$ cat src/rtl/noc_pkg.sv
// rtl/noc_pkg.sv - shared channel layout and injection scheduler state encoding
package noc_pkg;

   // Scheduler ownership state: IDLE arbitrates heads, LOCKED streams one packet
   typedef enum logic [0:0] {
      IDLE   = 1'b0,
      LOCKED = 1'b1
   } state_t;

   // Channel word is {valid, head, tail, payload}; payload sits at the bottom
   localparam int CH_PAYLOAD_LSB = 0;

   function automatic int ch_tail_bit(input int payload_w);
      return payload_w;
   endfunction

   function automatic int ch_head_bit(input int payload_w);
      return payload_w + 1;
   endfunction

   function automatic int ch_valid_bit(input int payload_w);
      return payload_w + 2;
   endfunction

endpackage

$ cat src/rtl/rr_arbiter.sv
// rtl/rr_arbiter.sv - combinational round-robin picker starting at a pointer
module rr_arbiter #(
   parameter int N  = 4,
   parameter int IW = (N > 1) ? $clog2(N) : 1
) (
   input  logic [N-1:0]  req,
   input  logic [IW-1:0] ptr,
   output logic [N-1:0]  grant,
   output logic [IW-1:0] idx,
   output logic          any
);

   // First requesting index at or after ptr, wrapping from N-1 back to 0
   always_comb begin : pick
      int   k;
      logic found;
      grant = '0;
      idx   = '0;
      found = 1'b0;
      k     = 0;
      for (int off = 0; off < N; off++) begin
         k = (int'(ptr) + off) % N;
         if (!found && req[IW'(k)]) begin
            found           = 1'b1;
            grant[IW'(k)]   = 1'b1;
            idx             = IW'(k);
         end
      end
      any = |req;
   end

endmodule

$ cat src/rtl/router_inject_sched.sv
// rtl/router_inject_sched.sv - wormhole round-robin scheduler for the local injection channel
module router_inject_sched
   import noc_pkg::*;
#(
   parameter int N_REQ     = 4,
   parameter int PAYLOAD_W = 31,
   parameter int CHANNEL_W = PAYLOAD_W + 3,
   parameter int BUF_DEPTH = 8
) (
   input  logic                         clk,
   input  logic                         reset,
   input  logic [N_REQ-1:0]             req_valid,
   input  logic [N_REQ-1:0]             req_head,
   input  logic [N_REQ-1:0]             req_tail,
   input  logic [N_REQ*PAYLOAD_W-1:0]   req_data,
   output logic [N_REQ-1:0]             req_ready,
   input  logic                         credit_in,
   output logic [CHANNEL_W-1:0]         channel_out,
   output logic [$clog2(N_REQ)-1:0]     grant_id,
   output logic                         busy,
   output logic                         error
);

   localparam int IDX_W    = $clog2(N_REQ);
   localparam int CRED_W   = $clog2(BUF_DEPTH + 1);
   localparam int CH_VALID = ch_valid_bit(PAYLOAD_W);
   localparam int CH_HEAD  = ch_head_bit(PAYLOAD_W);
   localparam int CH_TAIL  = ch_tail_bit(PAYLOAD_W);
   localparam logic [CRED_W-1:0] CRED_FULL = CRED_W'(BUF_DEPTH);

   state_t               state;
   logic [CRED_W-1:0]    credits;
   logic [IDX_W-1:0]     rr_ptr;

   logic [N_REQ-1:0]     arb_grant;
   logic [IDX_W-1:0]     arb_idx;
   logic                 arb_any;

   logic [N_REQ-1:0]     ready_int;
   logic                 accept;
   logic [IDX_W-1:0]     sel;
   logic                 acc_head;
   logic                 acc_tail;
   logic [PAYLOAD_W-1:0] acc_data;
   logic                 has_credit;
   logic                 err_now;

   logic [PAYLOAD_W-1:0] data_arr [N_REQ];

   function automatic logic [IDX_W-1:0] next_idx(input logic [IDX_W-1:0] i);
      if (int'(i) == N_REQ - 1) return '0;
      return i + IDX_W'(1);
   endfunction

   for (genvar g = 0; g < N_REQ; g++) begin : g_unpack
      assign data_arr[g] = req_data[g*PAYLOAD_W +: PAYLOAD_W];
   end

   // Only packet heads compete for the channel while it is free
   rr_arbiter #(.N(N_REQ), .IW(IDX_W)) u_arb (
      .req   (req_valid & req_head),
      .ptr   (rr_ptr),
      .grant (arb_grant),
      .idx   (arb_idx),
      .any   (arb_any)
   );

   assign has_credit = (credits != '0);

   // Ready: arbitration winner when free, owner's body/tail flit when locked; nothing without credit
   always_comb begin
      ready_int = '0;
      if (!reset && has_credit) begin
         if (state == IDLE) begin
            if (arb_any) ready_int = arb_grant;
         end else if (req_valid[grant_id] && !req_head[grant_id]) begin
            ready_int[grant_id] = 1'b1;
         end
      end
   end

   assign req_ready = ready_int;
   assign accept    = |(ready_int & req_valid);
   assign sel       = (state == IDLE) ? arb_idx : grant_id;
   assign acc_head  = req_head[sel];
   assign acc_tail  = req_tail[sel];
   assign acc_data  = data_arr[sel];

   // Protocol violations: credit overflow, head inside a packet, body flit with no owner
   always_comb begin
      err_now = 1'b0;
      if (credit_in && (credits == CRED_FULL) && !accept) err_now = 1'b1;
      if ((state == LOCKED) && req_valid[grant_id] && req_head[grant_id]) err_now = 1'b1;
      if ((state == IDLE) && |(req_valid & ~req_head)) err_now = 1'b1;
   end

   // Ownership FSM: grab on head, release on tail, advance rr pointer past the finished owner
   always_ff @(posedge clk) begin
      if (reset) begin
         state    <= IDLE;
         busy     <= 1'b0;
         grant_id <= '0;
         rr_ptr   <= '0;
      end else if (accept) begin
         if (state == IDLE) begin
            grant_id <= sel;
            if (acc_tail) begin
               rr_ptr <= next_idx(sel);
            end else begin
               state <= LOCKED;
               busy  <= 1'b1;
            end
         end else if (acc_tail) begin
            state  <= IDLE;
            busy   <= 1'b0;
            rr_ptr <= next_idx(grant_id);
         end
      end
   end

   // Downstream credit counter; a returned credit with no slot to restore is dropped
   always_ff @(posedge clk) begin
      if (reset) begin
         credits <= CRED_FULL;
      end else if (accept && !credit_in) begin
         credits <= credits - CRED_W'(1);
      end else if (!accept && credit_in && (credits != CRED_FULL)) begin
         credits <= credits + CRED_W'(1);
      end
   end

   // Output register: accepted flit one cycle later, all-zero otherwise
   always_ff @(posedge clk) begin
      if (reset || !accept) begin
         channel_out <= '0;
      end else begin
         channel_out                                     <= '0;
         channel_out[CH_VALID]                           <= 1'b1;
         channel_out[CH_HEAD]                            <= acc_head;
         channel_out[CH_TAIL]                            <= acc_tail;
         channel_out[CH_PAYLOAD_LSB +: PAYLOAD_W]        <= acc_data;
      end
   end

   // Sticky error flag, cleared only by reset
   always_ff @(posedge clk) begin
      if (reset) begin
         error <= 1'b0;
      end else if (err_now) begin
         error <= 1'b1;
      end
   end

endmodule
$ cat config.mk
export PLATFORM = sky130hd
export DESIGN_NAME = router_inject_sched
export DESIGN_NICKNAME = d
export VERILOG_FILES = /design/src/rtl/noc_pkg.sv /design/src/rtl/rr_arbiter.sv /design/src/rtl/router_inject_sched.sv
export SDC_FILE = /design/constraint.sdc
export NUM_CORES = 1
export LEC_CHECK = 0
export BUFFER_PORTS_ARGS = -buffer_cell sky130_fd_sc_hd__buf_2
export CAP_MARGIN = 5
export CORE_ASPECT_RATIO = 0.6
export CORE_MARGIN = 4
export CORE_UTILIZATION = 45
export CTS_BUF_LIST = sky130_fd_sc_hd__clkbuf_16
export DETAILED_ROUTE_END_ITERATION = 12
export PLACE_DENSITY = 0.84
export SLEW_MARGIN = 20
export SYNTH_ARGS = -nofsm -noshare
export SYNTH_HDL_FRONTEND = slang
export SYNTH_HIERARCHICAL = 1
export SYNTH_SLANG_ARGS = --single-unit
$ cat constraint.sdc
create_clock -name clk -period 4.3 [get_ports clk]
set_clock_uncertainty 0.1 [all_clocks]
set_input_delay 0.86 -clock clk [delete_from_list [all_inputs] [get_ports clk]]
set_output_delay 0.86 -clock clk [all_outputs]
set_load 0.02 [all_outputs]
After elaboration in Yosys (flattened, before gate mapping) --
Cells that the tools add are included.
Operators by class: bitwise operators 9, mux-type cells 76, shifts and indexed selects 0, multipliers 0, reductions and logical operators 34, div/mod/pow operators 0, add/sub/neg operators 7, magnitude comparators 12, equality and inequality tests 6
Operators with widths (number):
- $bmux W31 S2 | 1
- $mux W31 | 2
- $mux W4 | 10
- $mux W1 | 37
- $mux W34 | 1
- $mux W2 | 12
- $logic_and A1 B1 Y1 | 18
- $bmux W1 S2 | 8
- $lt A2 B4 Y1 const B | 4
- $and A4 B4 Y4 | 3
- $or A4 B4 Y4 | 3
- $reduce_or A4 Y1 | 3
- $demux W1 S2 | 5
- $ge A2 B1 Y1 const B | 5
- $logic_not A1 Y1 | 7
- $add A2 B1 Y2 const B | 3
- $lt A2 B3 Y1 const B | 2
- $add A2 B2 Y2 const B | 2
- $add A4 B1 Y4 const B | 1
- $eq A2 B1 Y1 const B | 2
- $eq A4 B4 Y1 const B | 1
- $ne A4 B4 Y1 const B | 1
- $not A4 Y4 | 1
- $reduce_and A2 Y1 | 2
- 10 further kinds | 10
Word-level totals: bits in latches 0, word-level logic and storage cells 152, register bits 45, memories 0, bits in read-only memories 0, input port bits 139, bits in writable memories 0

Logic depth before layout (Yosys ltp) --
word-level depth 24, gate-level depth with buffers 19

Modules after synthesis --
The synthesis kept the hierarchy.
Modules (own cells, without submodules):
- router_inject_sched | times used 1, sequential area each 900.9 um^2, area each 2670.1 um^2, cells each 229
- rr_arbiter | times used 1, sequential area each 0.0 um^2, area each 520.5 um^2, cells each 65

Worst setup path before layout --
No wires, ideal clock.
path kind input-to-reg, start input port req_head[1], end register credits[3], slack 0.419 ns, required time 4.128 ns, setup time 0.072 ns, stages on the path 15, arrival time 3.709 ns, buffers on the path 1, cells stage by stage and2_1 clkbuf_2 mux4_2 and2_1 a221o_1 a22oi_1 nand2_1 and4b_1 nor2_1 inv_1 ha_1 a21oi_1 a21oi_1 mux2i_1 mux2i_1
On the way: cells in the longest elaborated chain, start to end 23, elaborated cells between the ends (all ways) 46
RTL lines:
- from (decl) | line router_inject_sched.sv:13 | input logic [N_REQ-1:0] req_head,
- $and A4 B4 Y4 * | line router_inject_sched.sv:61 | .req (req_valid & req_head),
- $bmux W1 S2 | line rr_arbiter.sv:23 | if (!found && req[IW'(k)]) begin
- $mux W1 (implied by the code) (2 in a row) | line rr_arbiter.sv:23
- $mux W1 | line rr_arbiter.sv:23
- $logic_not A1 Y1 | line rr_arbiter.sv:23
- $logic_and A1 B1 Y1 | line rr_arbiter.sv:23
- $mux W1 | line rr_arbiter.sv:23
- $logic_not A1 Y1 | line rr_arbiter.sv:23
- (+5 left out)
- net arb_grant[1] | line router_inject_sched.sv:35 | logic [N_REQ-1:0] arb_grant;
- $mux W4 * | line router_inject_sched.sv:75 | if (arb_any) ready_int = arb_grant;
- $mux W4 * | line router_inject_sched.sv:74 | if (state == IDLE) begin
- $mux W4 * | line router_inject_sched.sv:73 | if (!reset && has_credit) begin
- $and A4 B4 Y4 * | line router_inject_sched.sv:83 | assign accept = |(ready_int & req_valid);
- $reduce_or A4 Y1 * | line router_inject_sched.sv:83
- $logic_not A1 Y1 | line router_inject_sched.sv:127 | end else if (!accept && credit_in && (credits != CRED_FULL)) begin
- $logic_and A1 B1 Y1 (2 in a row) | line router_inject_sched.sv:127
- $reduce_bool A2 Y1 (no line)
- to (signal assigned) | line router_inject_sched.sv:126 | credits <= credits - CRED_W'(1);
- to (signal assigned) | line router_inject_sched.sv:128 | credits <= credits + CRED_W'(1);
- to (decl) | line router_inject_sched.sv:32 | logic [CRED_W-1:0] credits;
The timed path passes the listed nets; every way through them passes the cells marked *. The select of a mux whose other input is x is not followed. A chain may end at the register's enable or synchronous reset.

Worst setup path in the final report --
start input port req_valid[1], end register credits[3]
On the way: cells in the longest elaborated chain, start to end 23, elaborated cells between the ends (all ways) 45
RTL lines:
- from (decl) | line router_inject_sched.sv:12 | input logic [N_REQ-1:0] req_valid,
- $and A4 B4 Y4 * | line router_inject_sched.sv:61
- $bmux W1 S2 | line rr_arbiter.sv:23
- $mux W1 (implied by the code) (2 in a row) | line rr_arbiter.sv:23
- $mux W1 | line rr_arbiter.sv:23
- $logic_not A1 Y1 | line rr_arbiter.sv:23
- $logic_and A1 B1 Y1 | line rr_arbiter.sv:23
- $mux W1 | line rr_arbiter.sv:23
- $logic_not A1 Y1 | line rr_arbiter.sv:23
- (+5 left out)
- net arb_grant[1] | line router_inject_sched.sv:35
- $mux W4 * | line router_inject_sched.sv:75
- $mux W4 * | line router_inject_sched.sv:74
- $mux W4 * | line router_inject_sched.sv:73
- $and A4 B4 Y4 * | line router_inject_sched.sv:83
- $reduce_or A4 Y1 * | line router_inject_sched.sv:83
- $logic_not A1 Y1 | line router_inject_sched.sv:127
- $logic_and A1 B1 Y1 (2 in a row) | line router_inject_sched.sv:127
- $reduce_bool A2 Y1 (no line)
Marked as above.

==> run_results.csv <==
group,metric,value,unit
die,dieArea,8546,µm²
synthesis,yosysSeqAreaShare,28.24,%
grt,grt_max_degree,37,
run,drv_cap,0,
detailed_routing,wl_per_cell,18.81,µm
timing,timing.fmax,246.5,MHz
die,rows,23,
finish,final_cells,556,
synthesis,syn_avg_cell_area,10.85,µm²
cts,cts_hold_buf,0,
timing,hold_viol_final,0,
synthesis,yosysMostFrequentCell,"dfxtp_1",
synthesis,synth_cell_type_count,53,
grt,track_usage,23.55,%
detailed_routing,wl,10460,µm
cts,clockRootBuffer,"clkbuf_16",
die,die_height,73.23,µm
detailed_routing,dr_wl_met2,5164,µm
die,initial_core_util,46.98,%
setup_path,cp-start-kind,"input port",
placed_design,dp.cells,548,
placed_design,gp_congestion,0.9100,
placed_design,io_buffers,180,
setup_path,worstSetupPathType,"input port to flip-flop",
grt,grt_overflow_total,0,
detailed_routing,drt_pass1_iterations,5,
finish,antenna_cells,0,
die,die_w,116.7,µm
cts,numCtsBuffers,5,
timing,fin_crit,4.057,ns
power_and_ir_drop,p_switching,631.7,µW
power_and_ir_drop,powerDensity,427.3,nW/µm²
synthesis,synth_area_leader_cell,"dfxtp_1",
timing,fin_tns_setup,0,ns
timing,maxSlewHeadroom,55.91,%
setup_path,end_kind,"flip-flop",
power_and_ir_drop,power.total,1.853,mW
synthesis,synthFlopType,"dfxtp_1",
finish,final_nets,622,
power_and_ir_drop,comb_power_share,50.0,%
die,pin_count,181,
synthesis,synthArstFlopShare,0,%
synthesis,netlist_area,3191,µm²
detailed_routing,drc,0,
power_and_ir_drop,swShare,34.09,%
detailed_routing,wl_met1,4089,µm
grt,antenna_found_initial,0,
cts,cts_setup_buffers,0,
finish,fin_area,4337,µm²
synthesis,synth_edf_count,0,
timing,tightest_slew,0.6527,ns
power_and_ir_drop,clkPwrFrac,23.3,%
setup_path,crit_fanout,11,
grt,grt_pass1_wl,15610,µm
synthesis,synth-seq-cells,45,
power_and_ir_drop,vdd_drop_max,271.9,µV
detailed_routing,first_iter_violations,209,
cts,clk_pin_slew_worst_paths,0.06,ns
grt,grt_pass1_vias,3121,
setup_path,cp.required,4.42,ns
synthesis,synth_top_area_share,28.24,%
power_and_ir_drop,leakage,2.079,nW
setup_path,crit_arrival,4.18,ns
finish,area_delta_synth_final,35.92,%
detailed_routing,viasPerCell,5.696,
timing,slew_violations,0,
placed_design,dp_hpwl,8647,µm
placed_design,dp_slack,-0.001449,ns
synthesis,yosys-top-cells-count,"dfxtp_1, and2_1, mux4_2, nand2_1",
die,core_area,6792,µm²
cts,cts-resized-gates,0,
detailed_routing,drtAntennaViolNets,0,
cts,clk_path_buf_depth,2,
timing,rsz0062_at_grt,"no",
status,status,"finished clean",
timing,period_share,94.35,%
detailed_routing,highest_layer,"met4",
timing,setup_viol,0,
cts,clkLatencyLatePin,0.28,ns
power_and_ir_drop,p_int,1.221,mW
power_and_ir_drop,seqPwrFrac,26.7,%
cts,cts_tree,"done",
setup_path,rrSetupSlack,0.57,ns
synthesis,synth_cells,294,
cts,cts_htree_levels,2,
synthesis,yosysWarnings,6,
cts,cts.sinks,45,
synthesis,syn_nets,448,
finish,drive_gt1_share,52.03,%
synthesis,synthTopCellsByArea,"dfxtp_1, mux4_2, and2_1",
timing,timing.final.ws_setup,0.2430,ns
detailed_routing,dr_wl_met3,1057,µm
hold_path,hp-class,"flip-flop to flip-flop",
placed_design,placed_area,4170,µm²
detailed_routing,via_count,3167,
[per-layer routing]
layer  up-vias  GRT usage (%)
li1       1442              -
met1      1533          31.01
met2       178          39.76
met3        14          6.379
met4         0          3.944
met5         -              0
[power groups by stage]
| stage | clock [mW] | sequential [mW] | combinational [mW] |
|---|---|---|---|
| 2_1_floorplan | 0 | 0.550 | 0.620 |
| 3_3_place_gp | 0 | 0.502 | 0.901 |
| 3_5_place_dp | 0 | 0.504 | 0.929 |
| 4_1_cts | 0.444 | 0.495 | 0.932 |
| 5_1_grt | 0.461 | 0.501 | 1.00 |
| 6_report | 0.432 | 0.495 | 0.926 |
[kinds of logic (layout without fill, tap and decap cells)]
group                    count (synthesis)  count (layout)  share of synthesized area (%)
adder cells (fa/ha/maj)                 15              15                          6.118
AND/OR/NAND/NOR                        105             105                          18.82
flip-flops                              45              45                          28.24
AO/OA/AOI/OAI                           43              43                          9.843
buffers and inverters                   32             207                          5.294
XOR/XNOR                                 4               4                          1.098
multiplexers                            50              50                          30.59
[area by class of cell]
type,count,area [µm²]
Timing Repair Buffer,185,963.4
Tap cell,87,108.9
Multi-Input combinational cell,217,2142
Clock buffer,5,125.1
Fill cell,559,2455
Inverter,14,55.05
Sequential cell,45,900.9
Clock inverter,3,41.29
[path summary, 6_finish.rpt]
kind,cells after the start,end,from
worst max-delay path,16,credits[3]$_SDFFE_PP1P_,req_valid[1]
worst min-delay path,2,busy$_SDFFE_PP0P_,busy$_SDFFE_PP0P_
worst max register to register,16,credits[3]$_SDFFE_PP1P_,rr_ptr[0]$_SDFFE_PP0P_
worst min register to register,2,busy$_SDFFE_PP0P_,busy$_SDFFE_PP0P_
[flip-flops by register name (all words and copies together) (netlist names)]
| register | count |
|---|---|
| busy | 1 |
| channel_out | 34 |
| credits | 4 |
| error | 1 |
| grant_id | 2 |
| rr_ptr | 2 |
| state | 1 |
[critical path: stages]
cell and delay (ns):
buf_2 0.13, and2_1 0.35, mux4_2 0.43, nor2_1 0.09
and2_1 0.16, a221o_1 0.39, a22oi_1 0.20, nand2_1 0.11
and4b_1 0.23, nor2_1 0.16, inv_1 0.08, ha_1 0.32
a21oi_1 0.19, a21oi_1 0.09, mux2i_1 0.18, mux2i_1 0.18
[cells in the final DEF (no fill, tap or decap), drive strengths merged, types with 2 or more instances in the layout]
cell type	Yosys	final
nand2	20	20
and4b	2	2
nand2b	6	6
nor3	3	3
nor4	2	2
and3b	2	2
a221o	2	2
and2	40	40
and3	2	2
nand3	3	3
dfxtp	45	45
a21oi	9	9
nor2	14	14
xnor2	3	3
and2b	2	2
ha	14	14
nor3b	3	3
a31oi	6	6
mux4	37	37
o221ai	4	4
o21ai	5	5
buf	14	185
a22oi	5	5
mux2	4	4
mux2i	9	9
clkbuf	4	5
a211oi	2	2
or3	2	2
inv	14	14
a41oi	2	2
nor2b	2	2
[through the flow]
stage,utilization [%],hold WS (ns)
after detailed placement,61.40,0.4011
after floorplan,-,0.4037
after global placement,61.40,0.3750
after CTS,63.85,0.4143
final,63.85,0.4076
after global routing,63.85,0.4602
Note: power is estimated with default switching activity, not from simulation.
